$ cat config.mk
export PLATFORM = sky130hd
export DESIGN_NAME = adc_frame_packer
export DESIGN_NICKNAME = d
export VERILOG_FILES = /design/src/rtl/adc_frame_packer.sv
export SDC_FILE = /design/constraint.sdc
export NUM_CORES = 1
export LEC_CHECK = 0
export CORE_ASPECT_RATIO = 0.9
export CORE_MARGIN = 1
export CORE_UTILIZATION = 57
export CTS_BUF_LIST = sky130_fd_sc_hd__clkbuf_8
export DETAILED_ROUTE_END_ITERATION = 16
export GPL_TIMING_DRIVEN = 0
export PLACE_DENSITY = 0.78
export SLEW_MARGIN = 15
export SYNTH_ARGS = -nofsm -noshare
export SYNTH_HDL_FRONTEND = slang
export SYNTH_SLANG_ARGS = --single-unit
$ cat constraint.sdc
create_clock -name ADC_STROBE_IN -period 2.8 [get_ports ADC_STROBE_IN]
set_clock_uncertainty 0.15 [all_clocks]
set_input_delay 0.56 -clock ADC_STROBE_IN [delete_from_list [all_inputs] [get_ports ADC_STROBE_IN]]
set_output_delay 0.56 -clock ADC_STROBE_IN [all_outputs]
set_load 0.05 [all_outputs]
$ cat src/rtl/adc_frame_packer.sv
// ADC capture and frame packer: tags each strobe-clocked sample with a free-running tick count,
// packs SAMPLES_PER_FRAME tagged samples MSB-first into a frame, and buffers frames for GPIF2.

// Show-ahead frame FIFO with an occupancy counter and a drop pulse for pushes refused while full.
// Head visible on the edge after push into an empty FIFO; a full FIFO accepts a push only alongside a pop.
module adc_frame_fifo #(
   parameter  int W     = 32,
   parameter  int DEPTH = 16,
   localparam int AW    = $clog2(DEPTH),
   localparam int LW    = AW + 1
) (
   input  logic          clk,
   input  logic          rst,
   input  logic          push_vld,
   input  logic [W-1:0]  push_dat,
   input  logic          pop_rdy,
   output logic          head_vld,
   output logic [W-1:0]  head_dat,
   output logic [LW-1:0] level,
   output logic          drop
);

   logic [W-1:0]  mem [DEPTH];
   logic [AW-1:0] wr_ptr;
   logic [AW-1:0] rd_ptr;
   logic          full;
   logic          push;
   logic          pop;

   assign head_vld = (level != '0);
   assign full     = (level == LW'(DEPTH));
   assign pop      = head_vld & pop_rdy;
   // A pop on the same edge frees the slot, so a full FIFO still takes the push.
   assign push     = push_vld & (~full | pop);
   assign drop     = push_vld & full & ~pop;

   // RAM contents are not reset; gating keeps the output at zero while empty.
   assign head_dat = head_vld ? mem[rd_ptr] : '0;

   always_ff @(posedge clk or posedge rst) begin
      if (rst) begin
         wr_ptr <= '0;
         rd_ptr <= '0;
         level  <= '0;
      end else begin
         if (push) begin
            wr_ptr <= wr_ptr + AW'(1);
         end
         if (pop) begin
            rd_ptr <= rd_ptr + AW'(1);
         end
         case ({push, pop})
            2'b10:   level <= level + LW'(1);
            2'b01:   level <= level - LW'(1);
            default: level <= level;
         endcase
      end
   end

   always_ff @(posedge clk) begin
      if (push) begin
         mem[wr_ptr] <= push_dat;
      end
   end

endmodule

// Top-level packer: one sample per strobe edge, frame pushed on the edge that captures its last slot.
// Frame visible one edge after that push; when the FIFO is full new frames are dropped and counted.
module adc_frame_packer #(
   parameter  int SAMPLE_W          = 10,
   parameter  int TAG_W             = 6,
   parameter  int SAMPLES_PER_FRAME = 2,
   parameter  int FIFO_DEPTH        = 16,
   localparam int FIELD_W           = SAMPLE_W + TAG_W,
   localparam int FRAME_W           = SAMPLES_PER_FRAME * FIELD_W,
   localparam int LW                = $clog2(FIFO_DEPTH) + 1
) (
   input  logic                ADC_STROBE_IN,
   input  logic                ARESET_IN,
   input  logic [SAMPLE_W-1:0] ADC_BUS_IN,
   input  logic                ENABLE_IN,
   input  logic                FRAME_READY_IN,
   input  logic                CLEAR_OVF_IN,
   output logic [FRAME_W-1:0]  FRAME_DATA_OUT,
   output logic                FRAME_VALID_OUT,
   output logic [LW-1:0]       FIFO_LEVEL_OUT,
   output logic                OVERFLOW_OUT,
   output logic [15:0]         DROP_COUNT_OUT
);

   localparam int            SW        = (SAMPLES_PER_FRAME > 1) ? $clog2(SAMPLES_PER_FRAME) : 1;
   localparam logic [SW-1:0] LAST_SLOT = SW'(SAMPLES_PER_FRAME - 1);

   logic [TAG_W-1:0]   tag;
   logic [SW-1:0]      slot;
   logic [FRAME_W-1:0] frame_q;
   logic [FRAME_W-1:0] frame_d;
   logic [FIELD_W-1:0] field;
   logic               last_slot;
   logic               frame_push;
   logic               fifo_drop;

   assign field      = {tag, ADC_BUS_IN};
   assign last_slot  = (slot == LAST_SLOT);
   assign frame_push = ENABLE_IN & last_slot;

   // Slot 0 lands in the MSBs; the pushed frame already includes this edge's sample.
   always_comb begin
      frame_d = frame_q;
      frame_d[(SAMPLES_PER_FRAME - 1 - int'(slot)) * FIELD_W +: FIELD_W] = field;
   end

   always_ff @(posedge ADC_STROBE_IN or posedge ARESET_IN) begin
      if (ARESET_IN) begin
         tag     <= '0;
         slot    <= '0;
         frame_q <= '0;
      end else begin
         tag <= tag + TAG_W'(1);
         if (!ENABLE_IN) begin
            slot <= '0;
         end else begin
            frame_q <= frame_d;
            slot    <= last_slot ? '0 : slot + SW'(1);
         end
      end
   end

   adc_frame_fifo #(
      .W     (FRAME_W),
      .DEPTH (FIFO_DEPTH)
   ) u_fifo (
      .clk      (ADC_STROBE_IN),
      .rst      (ARESET_IN),
      .push_vld (frame_push),
      .push_dat (frame_d),
      .pop_rdy  (FRAME_READY_IN),
      .head_vld (FRAME_VALID_OUT),
      .head_dat (FRAME_DATA_OUT),
      .level    (FIFO_LEVEL_OUT),
      .drop     (fifo_drop)
   );

   // A drop on the same edge as a clear restarts the count at one rather than zero.
   always_ff @(posedge ADC_STROBE_IN or posedge ARESET_IN) begin
      if (ARESET_IN) begin
         OVERFLOW_OUT   <= 1'b0;
         DROP_COUNT_OUT <= '0;
      end else if (fifo_drop) begin
         OVERFLOW_OUT <= 1'b1;
         if (CLEAR_OVF_IN) begin
            DROP_COUNT_OUT <= 16'd1;
         end else if (DROP_COUNT_OUT != 16'hFFFF) begin
            DROP_COUNT_OUT <= DROP_COUNT_OUT + 16'd1;
         end
      end else if (CLEAR_OVF_IN) begin
         OVERFLOW_OUT   <= 1'b0;
         DROP_COUNT_OUT <= '0;
      end
   end

endmodule

==> metrics.cfg, run 1 <==
[finish]
most-common-layout-cells = edfxtp_1 (512), mux4_2 (128), clkbuf_8 (103)
nets = 1350
syn2layout_area_growth_pct = 22.2
fin_area_sq_um = 28100
drive_above_1_share = 0.380
final_common_cell = edfxtp_1
final_cells = 1934

[clock_tree]
insertion_delay_ns = 0.67
path_clk_slew_ns = 0.07
holdBufCountCts = 0
clockRootBuffer = clkbuf_8
cts_tree = built
cts_buffers = 90
htree_levels = 3
clock_path_buffers = 3
cts.sinks = 581

[critical_path]
crit_buf_inv = 3
critPathLaunchType = flop
worstPathArrival_ns = 2.66
path_cells = clkbuf_16 -> buf_12 -> mux4_2 -> mux2i_4 -> o22ai_4 -> buf_4
worstSetupPathType = reg2out
crit_fanout = 10
cpLargestDelayFamily = multiplexers
critPathMaxStageDelay_ns = 0.55
cpMaxStageDelayCell = mux4_2
required_ns = 2.09
crit_path_end_kind = primary output

[routing]
drc = 0
dr.pass1.iters = 5
wl_met3_um = 3900
wirelength_um = 55200
routedWlPerCell_um = 28.5
dr_wl_met2_um = 27800
highest_layer = met4
final_antenna_net_count = 0
drtIter0Drc = 1236
num_vias = 12100
viasPerCell = 6.25
met1Wirelength_um = 21900

[sta]
slew_headroom = 0.337
worstMarginPinSlew_ns = 0.987
maxSlewViolCount = 0
setup_tns_ns = -16.83
fin_crit_ns = 3.37
final.period_utilization = 1.21
hold_viol = 0
rsz0062_at_grt = yes
worst_slack_ns = -0.575
setup_viol = 33
max_freq_ghz = 0.296

[power_and_ir_drop]
powerDensity_nw_per_um2 = 1090
ir_worst_vdd_mv = 0.604
p_leak_nw = 9.41

[placement]
hpwl_um = 29300
routabilityCongestion = 0.796
place_inst = 1737
postPlaceCellArea_sq_um = 24800
port_buffers = 67

[global_routing]
grt_max_degree = 60
grt_antenna_before_repair = 1
grt_pass1_vias = 12800
grt.total_usage = 0.281
grt_overflow = 0
grt_pass1_wl_um = 81000

[floorplan]
initial_core_util = 0.580
die_h_um = 192
die_area_sq_um = 41100
num_rows = 69
num_io_pins = 70
die_w_um = 214
coreArea_sq_um = 39500

[logic_synthesis]
synthDistinctLibCells = 41
yosysTopAreaCellShare = 0.670
synth_area_sq_um = 23000
synth_seq_cells = 581
synth-edff-count = 512
ys.flop_type = edfxtp_1
synth.area.top_cells = edfxtp_1 (67%), mux4_2 (13%), dfrtp_1 (7.5%)
netlist_instances = 1137
ys_seq_area_frac = 0.745
ys_warn_count = 0
synth_top_area_cell = edfxtp_1
synth.net_count = 1160
syn_area_per_cell_sq_um = 20.2
synth-async-reset-ratio = 0.119

[status]
violations = negative setup slack
status = complete, but fails checks

[flow_run]
maxCapViolations = 0

[hold_path]
hold_path.class = in2async

-- state kept, by name, summed over array words and instances, names as in the netlist --
signal          count
DROP_COUNT_OUT     16
OVERFLOW_OUT        1
frame_q            32
last_slot           1
tag                 6
u_fifo.level        5
u_fifo.mem        512
u_fifo.rd_ptr       4
u_fifo.wr_ptr       4
-- synth_stat cells, drive strengths merged (8+ instances only) --
| library cell | n |
|---|---|
| o22ai | 33 |
| dfrtp | 69 |
| and2 | 20 |
| mux2i | 66 |
| nand3 | 12 |
| mux4 | 128 |
| nand2 | 64 |
| o21ai | 8 |
| edfxtp | 512 |
| xnor2 | 20 |
| inv | 12 |
| mux2 | 50 |
| ha | 8 |
| nor4 | 8 |
| clkbuf | 27 |
| nor2 | 21 |
| buf | 31 |
-- worst register-to-register path, cell delays in order (launching register included) --
cell,delay (ns)
dfrtp_1,0.33
buf_2,0.27
nand2_1,0.24
a31oi_4,0.33
nand2_1,0.09
nor2_1,0.22
and2_4,0.64
-- report_power, final --
part / internal (W) / switching (W)
registers: 0.0100 / 0.000249
clock network: 0.00345 / 0.00328
logic: 0.00620 / 0.00742
-- cell type report --
| cell class | instances | area (sq um) |
|---|---|---|
| Timing Repair Buffer | 97 | 1170 |
| Inverter | 12 | 50.0 |
| Antenna cell | 1 | 2.50 |
| Multi-Input combinational cell | 490 | 6720 |
| Clock inverter | 67 | 347 |
| Sequential cell | 581 | 17100 |
| Tap cell | 532 | 666 |
| Fill cell | 2322 | 11500 |
| Buffer | 55 | 628 |
| Clock buffer | 99 | 1360 |
-- layer usage --
metal / up-vias / global-route usage
li1: 5030 / -
met1: 6356 / 0.381
met2: 593 / 0.462
met3: 116 / 0.0545
met4: 0 / 0.0956
met5: - / 0
-- cell families after synthesis --
| kind of cell | after synthesis | synth area share |
|---|---|---|
| flops | 581 | 0.745 |
| mux | 244 | 0.179 |
| simple gates | 153 | 0.0339 |
| buf+inv | 70 | 0.0129 |
| compound gates | 56 | 0.0153 |
| xor+xnor | 25 | 0.00954 |
| fa+ha+maj | 8 | 0.00436 |
-- path summary, 6_finish.rpt --
kind	start	endpoint	slack (ns)	cells past startpoint
worst max-delay path	u_fifo.rd_ptr[0]	FRAME_DATA_OUT[5]	-0.57	6
worst min-delay path	ARESET_IN	DROP_COUNT_OUT[13]	0.009	2
worst max register to register	last_slot	u_fifo.mem[8][12]	0.13	6
worst min register to register	frame_q[8]	frame_q[8]	0.32	2
max in group asynchronous	ARESET_IN	frame_q[19]	1.95	3
min in group ADC_STROBE_IN	CLEAR_OVF_IN	DROP_COUNT_OUT[13]	0.11	2
-- timing repair --
item | in CTS | in global routing
gates resized for setup | 449 | 36
setup buffers | 17 | 5
pin swaps | 6 | 5
setup endpoints to repair | 547 | 82
cloned | 10 | 1
-- per-stage QoR --
stage / hold slack (ns) / total power, W / setup slack (ns) / utilization
global placement: 0.307 / 0.0208 / -1.30 / 0.628
CTS: 0.00318 / 0.0301 / -0.529 / 0.703
finish: 0.00878 / 0.0306 / -0.575 / 0.709
global route: 0.00343 / 0.0316 / -0.612 / 0.709
floorplan: 0.292 / 0.0181 / 0.00907 / -
detailed placement: 0.310 / 0.0210 / -1.34 / 0.628
Note: power is estimated with default switching activity, not from simulation.
==> run 2: changes to the inputs <==
Settings changed: CORE_UTILIZATION 57 to 59, DONT_BUFFER_PORTS set to 1.
==> metrics.cfg, run 2 (synthesis results as in run 1) <==
[status]
status = complete, but fails checks  ; unchanged
violations = negative setup slack  ; unchanged

[finish]
regMostFlops = u_fifo.mem  ; unchanged
drive_above_1_share = 0.316  ; was 0.380
final_common_cell = edfxtp_1  ; unchanged
largest_register_ffs = 512  ; unchanged
post-route-util = 0.689  ; was 0.709
final_cells = 1860  ; was 1934
nets = 1281  ; was 1350
largestRegisters = u_fifo.mem: 512 flops, frame_q: 32 flops, DROP_COUNT_OUT: 16 flops  ; unchanged
syn2layout_area_growth_pct = 15.2  ; was 22.2%
most-common-layout-cells = edfxtp_1 (512), mux4_2 (128), clkbuf_8 (104)  ; was edfxtp_1 (512), mux4_2 (128), clkbuf_8 (103)

[routing]
drtIter0Drc = 1207  ; was 1236
final_antenna_net_count = 0  ; unchanged
routedWlPerCell_um = 27.9  ; was 28.5 um
drc = 0  ; unchanged
num_vias = 11600  ; was 12100
wirelength_um = 51900  ; was 55200 um
viasPerCell = 6.26  ; was 6.25
dr.pass1.iters = 5  ; unchanged

[clock_tree]
clockRootBuffer = clkbuf_8  ; unchanged
cts_tree = built  ; unchanged
cts_buffers = 91  ; was 90
insertion_delay_ns = 0.64  ; was 0.67 ns
htree_levels = 3  ; unchanged
cts.sinks = 581  ; unchanged
path_clk_slew_ns = 0.06  ; was 0.07 ns
clock_path_buffers = 3  ; unchanged

[sta]
worst_slack_ns = -0.637  ; was -0.575 ns
slew_headroom = 0.311  ; was 0.337
fin_crit_ns = 3.44  ; was 3.37 ns
setup_tns_ns = -156.00  ; was -16.83 ns
finalHoldWorstSlack_ns = 0.123  ; was 0.00878 ns
maxSlewViolCount = 0  ; unchanged
hold_viol = 0  ; unchanged
final.period_utilization = 1.23  ; was 1.21
setup_viol = 549  ; was 33
worstMarginPinSlew_ns = 1.03  ; was 0.987 ns
rsz0062_at_grt = yes  ; unchanged
max_freq_ghz = 0.291  ; was 0.296 GHz

[global_routing]
grt_overflow = 0  ; unchanged
grt_util_met1 = 0.373  ; was 0.381
grt_pass1_vias = 12100  ; was 12800
grt.total_usage = 0.272  ; was 0.281
gr-usage-met3 = 0.0758  ; was 0.0545
grt_max_degree = 53  ; was 60
grt_pass1_wl_um = 76600  ; was 81000 um
grtUsageMet2 = 0.428  ; was 0.462
top_usage_layer = met2  ; unchanged
grt_antenna_before_repair = 1  ; unchanged

[critical_path]
startpoint = u_fifo.level[2]  ; was u_fifo.rd_ptr[0]
crit_fanout = 10  ; unchanged
worstReg2RegStart = u_fifo.level[1]  ; was last_slot
required_ns = 2.09  ; about the same
rr_endpoint = u_fifo.mem[0][20]  ; was u_fifo.mem[8][12]
crit_path_end_kind = primary output  ; unchanged
worstPathArrival_ns = 2.73  ; was 2.66 ns
critPathLaunchType = flop  ; unchanged
worstSetupPathType = reg2out  ; unchanged
endpoint = FRAME_DATA_OUT[24]  ; was FRAME_DATA_OUT[5]
worst_r2r_path_depth = 7  ; was 6
r2r_setup_slack_ns = -0.40  ; was 0.13 ns

[hold_path]
hold_path.class = in2reg  ; was in2async

[floorplan]
die_w_um = 210  ; was 214 um
coreArea_sq_um = 38400  ; was 39500 sq um
num_rows = 68  ; was 69
die_area_sq_um = 39700  ; was 41100 sq um
die_h_um = 189  ; was 192 um
num_io_pins = 70  ; unchanged
initial_core_util = 0.598  ; was 0.580

[power_and_ir_drop]
p_switching_w = 0.00982  ; was 0.0109 W
cellInternalPower_w = 0.0175  ; was 0.0197 W
p_leak_nw = 8.97  ; was 9.41 nW
ir_worst_vdd_mv = 0.818  ; was 0.604 mV
sw_frac_of_total = 0.360  ; was 0.357
clkPwrFrac = 0.244  ; was 0.220
powerDensity_nw_per_um2 = 1030  ; was 1090 nW/um^2
combPwrFrac = 0.376  ; was 0.445
p_seq_frac = 0.381  ; was 0.336

[placement]
place_inst = 1663  ; was 1737
pre_cts_ws_ns = -0.722  ; was -1.34 ns
hpwl_um = 28600  ; was 29300 um
port_buffers = 0  ; was 67
routabilityCongestion = 0.831  ; was 0.796

[flow_run]
maxCapViolations = 0  ; unchanged

## run 2: cell count changes in the layout (fill, tap and decap cells not counted), moves of 5 or more
cell	before	now
buf_4	26	15
buf_16	10	3
buf_12	19	5
clkinv_1	16	21
mux2i_2	17	9
mux2i_1	8	56
mux2i_4	41	1
buf_6	31	8
dlygate4sd3_1	0	11
inv_1	42	47
clkdlybuf4s50_1	32	0
## run 2: repair_timing
item,4_1_cts,5_1_grt
resized for setup,103,15
cloned,7,0
hold buffers,11,0
setup buffers,11,1
pin swaps,14,4
endpoints found under the setup margin,548,551
hold endpoints to repair,89,0
## run 2: power groups by stage
stage / clock network (W) / registers [W] / logic (W)
final: 0.00665 / 0.0104 / 0.0103
after global routing: 0.00711 / 0.0104 / 0.0107
after CTS: 0.00674 / 0.0104 / 0.0104
after detailed placement: 0 / 0.0105 / 0.00953
after global placement: 0 / 0.0105 / 0.00933
after floorplan: 0 / 0.0105 / 0.00767
## run 2: area by class of cell
class | count | area [sq um]
flip-flops and latches | 581 | 17100
fillers | 2336 | 11900
repair buffers | 26 | 285
clock inverters | 67 | 315
multi-input cells | 490 | 6160
plain buffers | 56 | 457
diodes | 1 | 2.50
clock buffers | 102 | 1400
inverters | 12 | 55.1
well taps | 525 | 657
## run 2: worst min path at each step
stage,from,to,cells past startpoint
floorplan,frame_q[0],frame_q[0],2
global placement,frame_q[11],frame_q[11],2
detailed placement,ARESET_IN,u_fifo.wr_ptr[2],1
CTS,CLEAR_OVF_IN,DROP_COUNT_OUT[13],2
global route,CLEAR_OVF_IN,DROP_COUNT_OUT[14],2
finish,CLEAR_OVF_IN,DROP_COUNT_OUT[13],2
## run 2: worst max-delay path, stage by stage (launching register included)
cell      delay (ns)
dfrtp_2         0.52
buf_6           0.16
or4_4           0.53
nor2_4          0.18
inv_8           0.10
nand2b_4        0.17
buf_12          0.22
o22ai_4         0.18
## run 2: stage by stage
step / instance area, sq um / power, W
final: 26400 / 0.0273
after global routing: 26400 / 0.0283
after detailed placement: 24200 / 0.0201
after floorplan: 23500 / 0.0181
after CTS: 26500 / 0.0275
after global placement: 24100 / 0.0199
## run 2: layer usage
layer | up-vias | part of all wire
met5 | - | 0
met2 | 618 | 0.49
met4 | 0 | 0.027
met3 | 92 | 0.098
li1 | 4899 | -
met1 | 6028 | 0.39
